[src/rtl/alu_op_sequencer.sv]
// rtl/alu_op_sequencer.sv - multi-cycle ALU op sequencer driving decode controls and accumulator/flag strobes
// Optional: ALU_SEQ_BARREL_EN selects single-cycle barrel shifts instead of iterative 1-bit shifting.
module alu_op_sequencer #(
  parameter int DATA_W  = 8,
  parameter int SHAMT_W = $clog2(DATA_W)
) (
  input  logic               CLK,
  input  logic               RST_N,
  input  logic               IN_VALID,
  output logic               IN_READY,
  input  logic [2:0]         FS,
  input  logic [SHAMT_W-1:0] SHAMT,
  output logic               BSEL,
  output logic               CISEL,
  output logic [1:0]         OSEL,
  output logic               SHIFT_LA,
  output logic               SHIFT_LR,
  output logic               LOGICAL_OA,
  output logic [1:0]         CSEL,
  output logic [SHAMT_W-1:0] SHAMT_OUT,
  output logic               ACC_LOAD,
  output logic               ACC_WE,
  output logic               FLAG_WE,
  output logic               OUT_VALID,
  input  logic               OUT_READY,
  output logic               ERR
);

  localparam logic [1:0] S_IDLE = 2'd0;
  localparam logic [1:0] S_LOAD = 2'd1;
  localparam logic [1:0] S_EXEC = 2'd2;
  localparam logic [1:0] S_DONE = 2'd3;

  localparam logic [2:0] FS_ADD = 3'b000;
  localparam logic [2:0] FS_SUB = 3'b001;
  localparam logic [2:0] FS_SRA = 3'b010;
  localparam logic [2:0] FS_SRL = 3'b011;
  localparam logic [2:0] FS_SLL = 3'b100;
  localparam logic [2:0] FS_AND = 3'b101;
  localparam logic [2:0] FS_OR  = 3'b110;
  localparam logic [2:0] FS_ILL = 3'b111;

  localparam logic [1:0] OSEL_ADDER = 2'd0;
  localparam logic [1:0] OSEL_SHIFT = 2'd1;
  localparam logic [1:0] OSEL_LOGIC = 2'd2;
  localparam logic [1:0] CSEL_ADDER = 2'd0;
  localparam logic [1:0] CSEL_ZERO  = 2'd1;
  localparam logic [1:0] CSEL_SHIFT = 2'd2;

  localparam logic [SHAMT_W-1:0] CNT_ONE = SHAMT_W'(1);

  logic [1:0]         r_state;
  logic [2:0]         r_fs;
  logic [SHAMT_W-1:0] r_shamt;
  logic [SHAMT_W-1:0] r_cnt;
  logic               r_err;

  logic               w_accept;
  logic               w_is_shift;
  logic               w_shamt_zero;
  logic               w_last;
  logic [SHAMT_W-1:0] w_load_cnt;
  logic [SHAMT_W-1:0] w_exec_shamt;

  assign w_accept     = IN_VALID && (r_state == S_IDLE);
  assign w_is_shift   = (r_fs == FS_SRA) || (r_fs == FS_SRL) || (r_fs == FS_SLL);
  assign w_shamt_zero = (r_shamt == '0);
  assign w_last       = (r_cnt == CNT_ONE);

`ifdef ALU_SEQ_BARREL_EN
  // The datapath shifts the full distance in one pass, so every op gets one EXEC cycle.
  assign w_load_cnt   = CNT_ONE;
  assign w_exec_shamt = r_shamt;
`else
  assign w_load_cnt   = (w_is_shift && !w_shamt_zero) ? r_shamt : CNT_ONE;
  assign w_exec_shamt = CNT_ONE;
`endif

  always_ff @(posedge CLK or negedge RST_N) begin
    if (!RST_N) begin
      r_state <= S_IDLE;
      r_fs    <= FS_ADD;
      r_shamt <= '0;
      r_cnt   <= '0;
      r_err   <= 1'b0;
    end else begin
      case (r_state)
        S_IDLE: begin
          if (w_accept) begin
            r_fs    <= FS;
            r_shamt <= SHAMT;
            r_err   <= (FS == FS_ILL);
            r_state <= (FS == FS_ILL) ? S_DONE : S_LOAD;
          end
        end
        S_LOAD: begin
          r_cnt   <= w_load_cnt;
          r_state <= S_EXEC;
        end
        S_EXEC: begin
          r_cnt <= r_cnt - CNT_ONE;
          if (w_last) begin
            r_state <= S_DONE;
          end
        end
        S_DONE: begin
          if (OUT_READY) begin
            r_state <= S_IDLE;
          end
        end
        default: r_state <= S_IDLE;
      endcase
    end
  end

  assign IN_READY  = (r_state == S_IDLE);
  assign ACC_LOAD  = (r_state == S_LOAD);
  assign OUT_VALID = (r_state == S_DONE);
  assign ERR       = (r_state == S_DONE) && r_err;

  always_comb begin
    BSEL       = 1'b0;
    CISEL      = 1'b0;
    OSEL       = OSEL_ADDER;
    SHIFT_LA   = 1'b0;
    SHIFT_LR   = 1'b0;
    LOGICAL_OA = 1'b0;
    CSEL       = CSEL_ADDER;
    SHAMT_OUT  = '0;
    ACC_WE     = 1'b0;
    FLAG_WE    = 1'b0;
    if (r_state == S_EXEC) begin
      ACC_WE  = 1'b1;
      FLAG_WE = w_last;
      case (r_fs)
        FS_SUB: begin
          BSEL  = 1'b1;
          CISEL = 1'b1;
        end
        FS_SRA: begin
          OSEL     = OSEL_SHIFT;
          SHIFT_LA = 1'b1;
          SHIFT_LR = 1'b1;
          CSEL     = CSEL_SHIFT;
        end
        FS_SRL: begin
          OSEL     = OSEL_SHIFT;
          SHIFT_LR = 1'b1;
          CSEL     = CSEL_SHIFT;
        end
        FS_SLL: begin
          OSEL = OSEL_SHIFT;
          CSEL = CSEL_SHIFT;
        end
        FS_AND: begin
          OSEL       = OSEL_LOGIC;
          LOGICAL_OA = 1'b1;
          CSEL       = CSEL_ZERO;
        end
        FS_OR: begin
          OSEL = OSEL_LOGIC;
          CSEL = CSEL_ZERO;
        end
        default: ;
      endcase
      if (w_is_shift) begin
        SHAMT_OUT = w_exec_shamt;
        // A zero-distance shift leaves the accumulator alone but still clears carry.
        if (w_shamt_zero) begin
          ACC_WE  = 1'b0;
          FLAG_WE = 1'b1;
          CSEL    = CSEL_ZERO;
        end
      end
    end
  end

endmodule

[config.mk]
export PLATFORM = sky130hd
export DESIGN_NAME = alu_op_sequencer
export DESIGN_NICKNAME = d
export VERILOG_FILES = /design/src/rtl/alu_op_sequencer.sv
export SDC_FILE = /design/constraint.sdc
export NUM_CORES = 1
export LEC_CHECK = 0
export CORE_ASPECT_RATIO = 1.5
export CORE_MARGIN = 8
export CORE_UTILIZATION = 35
export CTS_BUF_LIST = sky130_fd_sc_hd__clkbuf_8
export DETAILED_ROUTE_END_ITERATION = 12
export PLACE_DENSITY = 0.77
export SLEW_MARGIN = 10
export SYNTH_ARGS = -nofsm -noshare
export SYNTH_HDL_FRONTEND = slang
export SYNTH_SLANG_ARGS = --single-unit
[constraint.sdc]
create_clock -name CLK -period 2.3 [get_ports CLK]
set_clock_uncertainty 0.15 [all_clocks]
set_input_delay 0.345 -clock CLK [delete_from_list [all_inputs] [get_ports CLK]]
set_output_delay 0.345 -clock CLK [all_outputs]
set_load 0.01 [all_outputs]
== Word level (Yosys, flattened, before mapping) ==
Cells that the tools add are included.
Storage, ports and cells
  output and inout bits: 18
  flip-flop bits (word level): 12
Cells by class
  muxes and demuxes: 29
  eq/ne operators: 14
  reductions and logical operators: 14
  $add $sub $neg: 1
Operators with widths (count)
  1-bit 2-to-1 mux: 16
  2-bit 2-to-1 mux: 8
  3-bit equality test (second input constant): 4
  2-bit one-hot mux with 2 select lines: 2
  2-bit one-hot mux with 4 select lines: 1
  3-bit by 1-bit equality test with 1-bit output (second input constant): 2
  3-bit by 2-bit equality test with 1-bit output (second input constant): 2
  3-bit one-hot mux with 2 select lines: 1
  2-bit equality test (second input constant): 2
  2-bit by 1-bit inequality test with 1-bit output (second input constant): 2
  2-bit OR reduction: 2
  1-bit logical AND: 3
  3-bit zero test: 1
  3-bit 2-to-1 mux: 1
  3-bit AND reduction: 1
  3-bit OR reduction: 1
  3-bit by 1-bit subtractor with 3-bit output (second input constant): 1
  2-bit by 1-bit equality test with 1-bit output (second input constant): 1
  2-bit zero test: 1
  1-bit logical OR: 2
  2-bit inequality test (second input constant): 1
  2-bit AND reduction: 1
  2-bit nonzero test: 1
  1-bit zero test: 1

== Logic depth before layout (Yosys ltp) ==
  word-level depth: 6
  mapped depth: 6

== Least setup slack after synthesis ==
OpenSTA, ideal clock, no wires.
  path kind: register to output
  start: register r_state[0]
  end: output port CISEL
  slack: 216 ps
  stages on the path, launching flop included: 7
  arrival time: 1589 ps
  cell sequence: dfrtp_1 -> inv_1 -> ha_1 -> buf_4 -> inv_2 -> nor4b_1 -> buf_4
Between the ends
  word-level cells in the longest chain between the ends: 2
RTL lines
  from (decl): line 52  | logic [1:0] r_state;
  from (signal assigned): line 93  | r_state <= (FS == FS_ILL) ? S_DONE : S_LOAD;
  2-bit equality test: line 132  | if (r_state == S_EXEC) begin
  1-bit 2-to-1 mux
  to (decl): line 14  | output logic CISEL,
Every way passes these cells.

== Final worst setup path ==
  start: register r_fs[0]
  end: output port OSEL[0]
Between the ends
  word-level cells in the longest chain between the ends: 4
  elaborated cells on any way between the ends: 9
  those cells by class: eq/ne: 5; mux: 2; reduce/logical: 2
RTL lines
  from (decl): line 53  | logic [2:0] r_fs;
  from (signal assigned): line 82  | r_fs <= FS_ADD;
  from (signal assigned): line 90  | r_fs <= FS;
  3-bit by 2-bit equality test with 1-bit output or 3-bit equality test (tied branches): line 135  | case (r_fs)
  3-bit OR reduction (no source line) or 2-bit OR reduction (tied branches)
  2-bit one-hot mux with 2 select lines *: line 135
  2-bit 2-to-1 mux *: line 132
  to (decl): line 15  | output logic [1:0] OSEL,
Every way passes the cells marked *; elsewhere a longest branch is shown, timed or not.

==> insert_results.sql <==
INSERT INTO impl_metrics (metric_group, metric, value, unit) VALUES
('global_routing', 'grt_pass1_vias', '758', ''),
('clock_tree', 'hold_bufs_inserted_after_cts', '0', ''),
('worst_setup_path', 'timing.reg2reg.setup_slack', '0.60', 'ns'),
('final_layout', 'fillers', '218', ''),
('sta', 'achievable-frequency', '0.450', 'GHz'),
('yosys', 'post_synth.cell_area_avg', '10.0', 'um2'),
('yosys', 'ys_dominant_reg_cell', 'dfrtp_1', ''),
('sta', 'fin_worst_hold_slack', '0.314', 'ns'),
('yosys', 'yosys_warnings', '0', ''),
('sta', 'min_period', '2.22', 'ns'),
('route', 'route.detailed.drc', '0', ''),
('final_layout', 'syn_to_final_growth', '41.4', '%'),
('die', 'die_width', '55.1', 'um'),
('die', 'die_h', '74.7', 'um'),
('worst_setup_path', 'cp.arrival', '1.73', 'ns'),
('placed_design', 'place.gp.congestion', '0.857', ''),
('hold_path', 'hp-class', 'primary input to asynchronous set/reset pin', ''),
('die', 'ios', '28', ''),
('clock_tree', 'tritoncts_clock_tree', 'built', ''),
('power', 'p_total', '1.55', 'mW'),
('clock_tree', 'tritoncts.num_buffers', '3', ''),
('worst_setup_path', 'cp_data_required_time', '1.80', 'ns'),
('yosys', 'yosys.area.top_type_share', '37.4', '%'),
('route', 'wl_per_cell', '15.6', 'um'),
('sta', 'final_hold_viol_count', '0', ''),
('power', 'power-per-cell-area', '1360', 'nW/um2'),
('yosys', 'syn-cell-area', '803', 'um2'),
('global_routing', 'initial_antenna_violation_count', '0', ''),
('die', 'core_area', '2210', 'um2'),
('route', 'drt.antenna.violating_nets', '0', ''),
('sta', 'rsz0062_at_grt', 'false', ''),
('final_layout', 'most-common-layout-cells', 'clkdlybuf4s50_1 (15), dfrtp_1 (11), inv_1 (8), dlygate4sd2_1 (8), mux2_2 (6)', ''),
('global_routing', 'grt.overflow.total', '0', ''),
('global_routing', 'grt_usage', '11.2', '%'),
('worst_setup_path', 'crit_path_max_fanout', '6', ''),
('worst_setup_path', 'rr_worst_depth', '5', ''),
('yosys', 'synth.yosys.seq_area_share', '37.4', '%'),
('route', 'post_drt_via_cell_ratio', '5.30', ''),
('die', 'start_util', '36.4', '%'),
('yosys', 'synth.ff_latch_count', '12', ''),
('sta', 'final_number_of_setup_violating_endpoints', '0', ''),
('final_layout', 'final_core_utilization', '51.5', '%'),
('job', 'maxCapViolations', '0', ''),
('final_layout', 'final_nets', '124', ''),
('worst_setup_path', 'r2r_start', 'r_state[0]$_DFFE_PN0P_', ''),
('yosys', 'synth_enable_flop_cells', '0', ''),
('global_routing', 'largest_net_degree_at_the_start_of_global_routing', '13', ''),
('final_layout', 'share_of_layout_cells_above_drive_strength_1', '22.4', '%'),
('worst_setup_path', 'r2r-end', 'r_state[1]$_DFFE_PN0P_', ''),
('sta', 'min_period_over_period', '96.6', '%'),
('sta', 'slew_violations', '0', ''),
('clock_tree', 'cts_sinks', '12', ''),
('status', 'status', 'finished clean', ''),
('yosys', 'synth_top_cells_by_area', 'dfrtp_1 (37%), ha_1 (9.3%), mux2_2 (8.4%)', ''),
('route', 'first_iter_violations', '22', ''),
('route', 'route.vias.total', '689', ''),
('final_layout', 'antenna_cells', '0', ''),
('clock_tree', 'clk_latency', '0.25', 'ns'),
('yosys', 'synth_cell_type_count', '37', ''),
('sta', 'worst-slew-pin-transition', '0.572', 'ns'),
('final_layout', 'most_common_cell_after_layout_fill_and_taps_aside', 'clkdlybuf4s50_1', ''),
('sta', 'max-slew-margin-rel', '61.8', '%'),
('power', 'peakVddDrop', '0.781', 'mV'),
('clock_tree', 'clock_path_buffers', '2', ''),
('worst_setup_path', 'crit_type', 'flop to primary output', ''),
('route', 'wire_length_reported_by_the_detailed_router', '2.03', 'mm'),
('global_routing', 'grt_pass1_wl', '3.44', 'mm'),
('yosys', 'synth.largest_area_cell', 'dfrtp_1', ''),
('die', 'std_cell_rows', '21', ''),
('clock_tree', 'cts.reportedPaths.clkPinSlew', '0.06', 'ns'),
('die', 'die_area', '4120', 'um2'),
('placed_design', 'io_buffers', '25', ''),
('power', 'leakage', '0.559', 'nW'),
('clock_tree', 'ctsHtreeMaxLevel', '1', ''),
('yosys', 'postSynthCellCount', '80', ''),
('clock_tree', 'cts_root_buffer', 'clkbuf_8', ''),
('yosys', 'asyncSetResetFlopFracSynth', '100', '%'),
('placed_design', 'dp_hpwl', '1.57', 'mm'),
('route', 'drt_first_pass_iters', '4', ''),
('worst_setup_path', 'worstSetupEndpointType', 'primary output', ''),
('worst_setup_path', 'startpoint_type', 'flop', '');
-- Yosys cell counts, types with 2 or more instances --
| cell type | number |
|---|---|
| nor3b_1 | 2 |
| nand3_1 | 2 |
| buf_4 | 5 |
| nor2b_1 | 2 |
| ha_1 | 6 |
| o22ai_1 | 2 |
| inv_1 | 8 |
| o21ai_0 | 2 |
| nand2_1 | 4 |
| dfrtp_1 | 12 |
| nor2_1 | 4 |
| mux2_2 | 6 |
-- per-stage QoR --
stage	worst slack [ns]	setup TNS [ns]	instance area, um2	std cells
after detailed placement	-0.00273	-0.00273	1060	125
after CTS	0.0166	0	1130	130
after global routing	0.0154	0	1140	130
after floorplan	0.216	0	807	81
final	0.0791	0	1140	130
after global placement	0.122	0	1060	125
-- final cells by class --
type                            count  area (um2)  share of cell area (%)
Clock buffer                        4        55.1                    4.85
Inverter                            9        33.8                    2.97
Multi-Input combinational cell     54         449                    39.5
Sequential cell                    12         302                    26.5
Tap cell                           23        28.8                    2.53
Timing Repair Buffer               28         268                    23.6
-- worst max-delay path by stage --
| stage | startpoint | end | depth (start not counted) |
|---|---|---|---|
| floorplan | r_state[0]$_DFFE_PN0P_ | CISEL | 6 |
| global placement | r_state[0]$_DFFE_PN0P_ | BSEL | 5 |
| detailed placement | r_state[0]$_DFFE_PN0P_ | BSEL | 5 |
| CTS | r_state[0]$_DFFE_PN0P_ | SHIFT_LR | 5 |
| global route | r_fs[0]$_DFFE_PN0P_ | OSEL[0] | 4 |
| finish | r_fs[0]$_DFFE_PN0P_ | OSEL[0] | 4 |
-- timing repair --
item,CTS,global route
endpoints found under the setup margin,9,2
setup buffers,1,0
pin swaps,1,0
resized for setup,13,2
-- state kept, by name, indices dropped and copies added (netlist names) --
| signal | count |
|---|---|
| r_state | 2 |
| r_cnt | 3 |
| r_err | 1 |
| r_fs | 3 |
| r_shamt | 3 |
-- per-layer routing --
metal  GRT usage (%)  vias to the layer above  part of all wire, %
met2            18.8                       17                   56
met4            7.51                        0                  3.2
met3            3.75                        7                  5.3
met1            11.1                      337                   36
met5               0                        -                    0
li1                -                      328                    -
-- kinds of logic (layout without fill, tap and decap cells) --
| kind of cell | after synthesis | in the layout | share of synthesized area, % |
|---|---|---|---|
| xor gates and xnor gates | 1 | 1 | 1.09 |
| DFF | 12 | 12 | 37.4 |
| and+or+nand+nor | 24 | 24 | 19.0 |
| muxes | 8 | 8 | 11.1 |
| buffers and inverters | 15 | 41 | 9.35 |
| adders and majority gates | 6 | 6 | 9.35 |
| AOI/OAI and AO/OA | 13 | 13 | 12.3 |
| other | 1 | 2 | 0.467 |
-- report_power, final --
part	leakage [nW]	switching (mW)	internal (mW)
clock	0.0288	0.0857	0.152
sequential	0.143	0.120	0.319
combinational	0.388	0.417	0.457
-- worst max-delay path: stages (launching register included) --
cell and delay, ns:
dfrtp_1 0.45, nor3b_2 0.28, o21ai_2 0.13, inv_1 0.08
clkdlybuf4s50_1 0.53
Note: power is estimated with default switching activity, not from simulation.
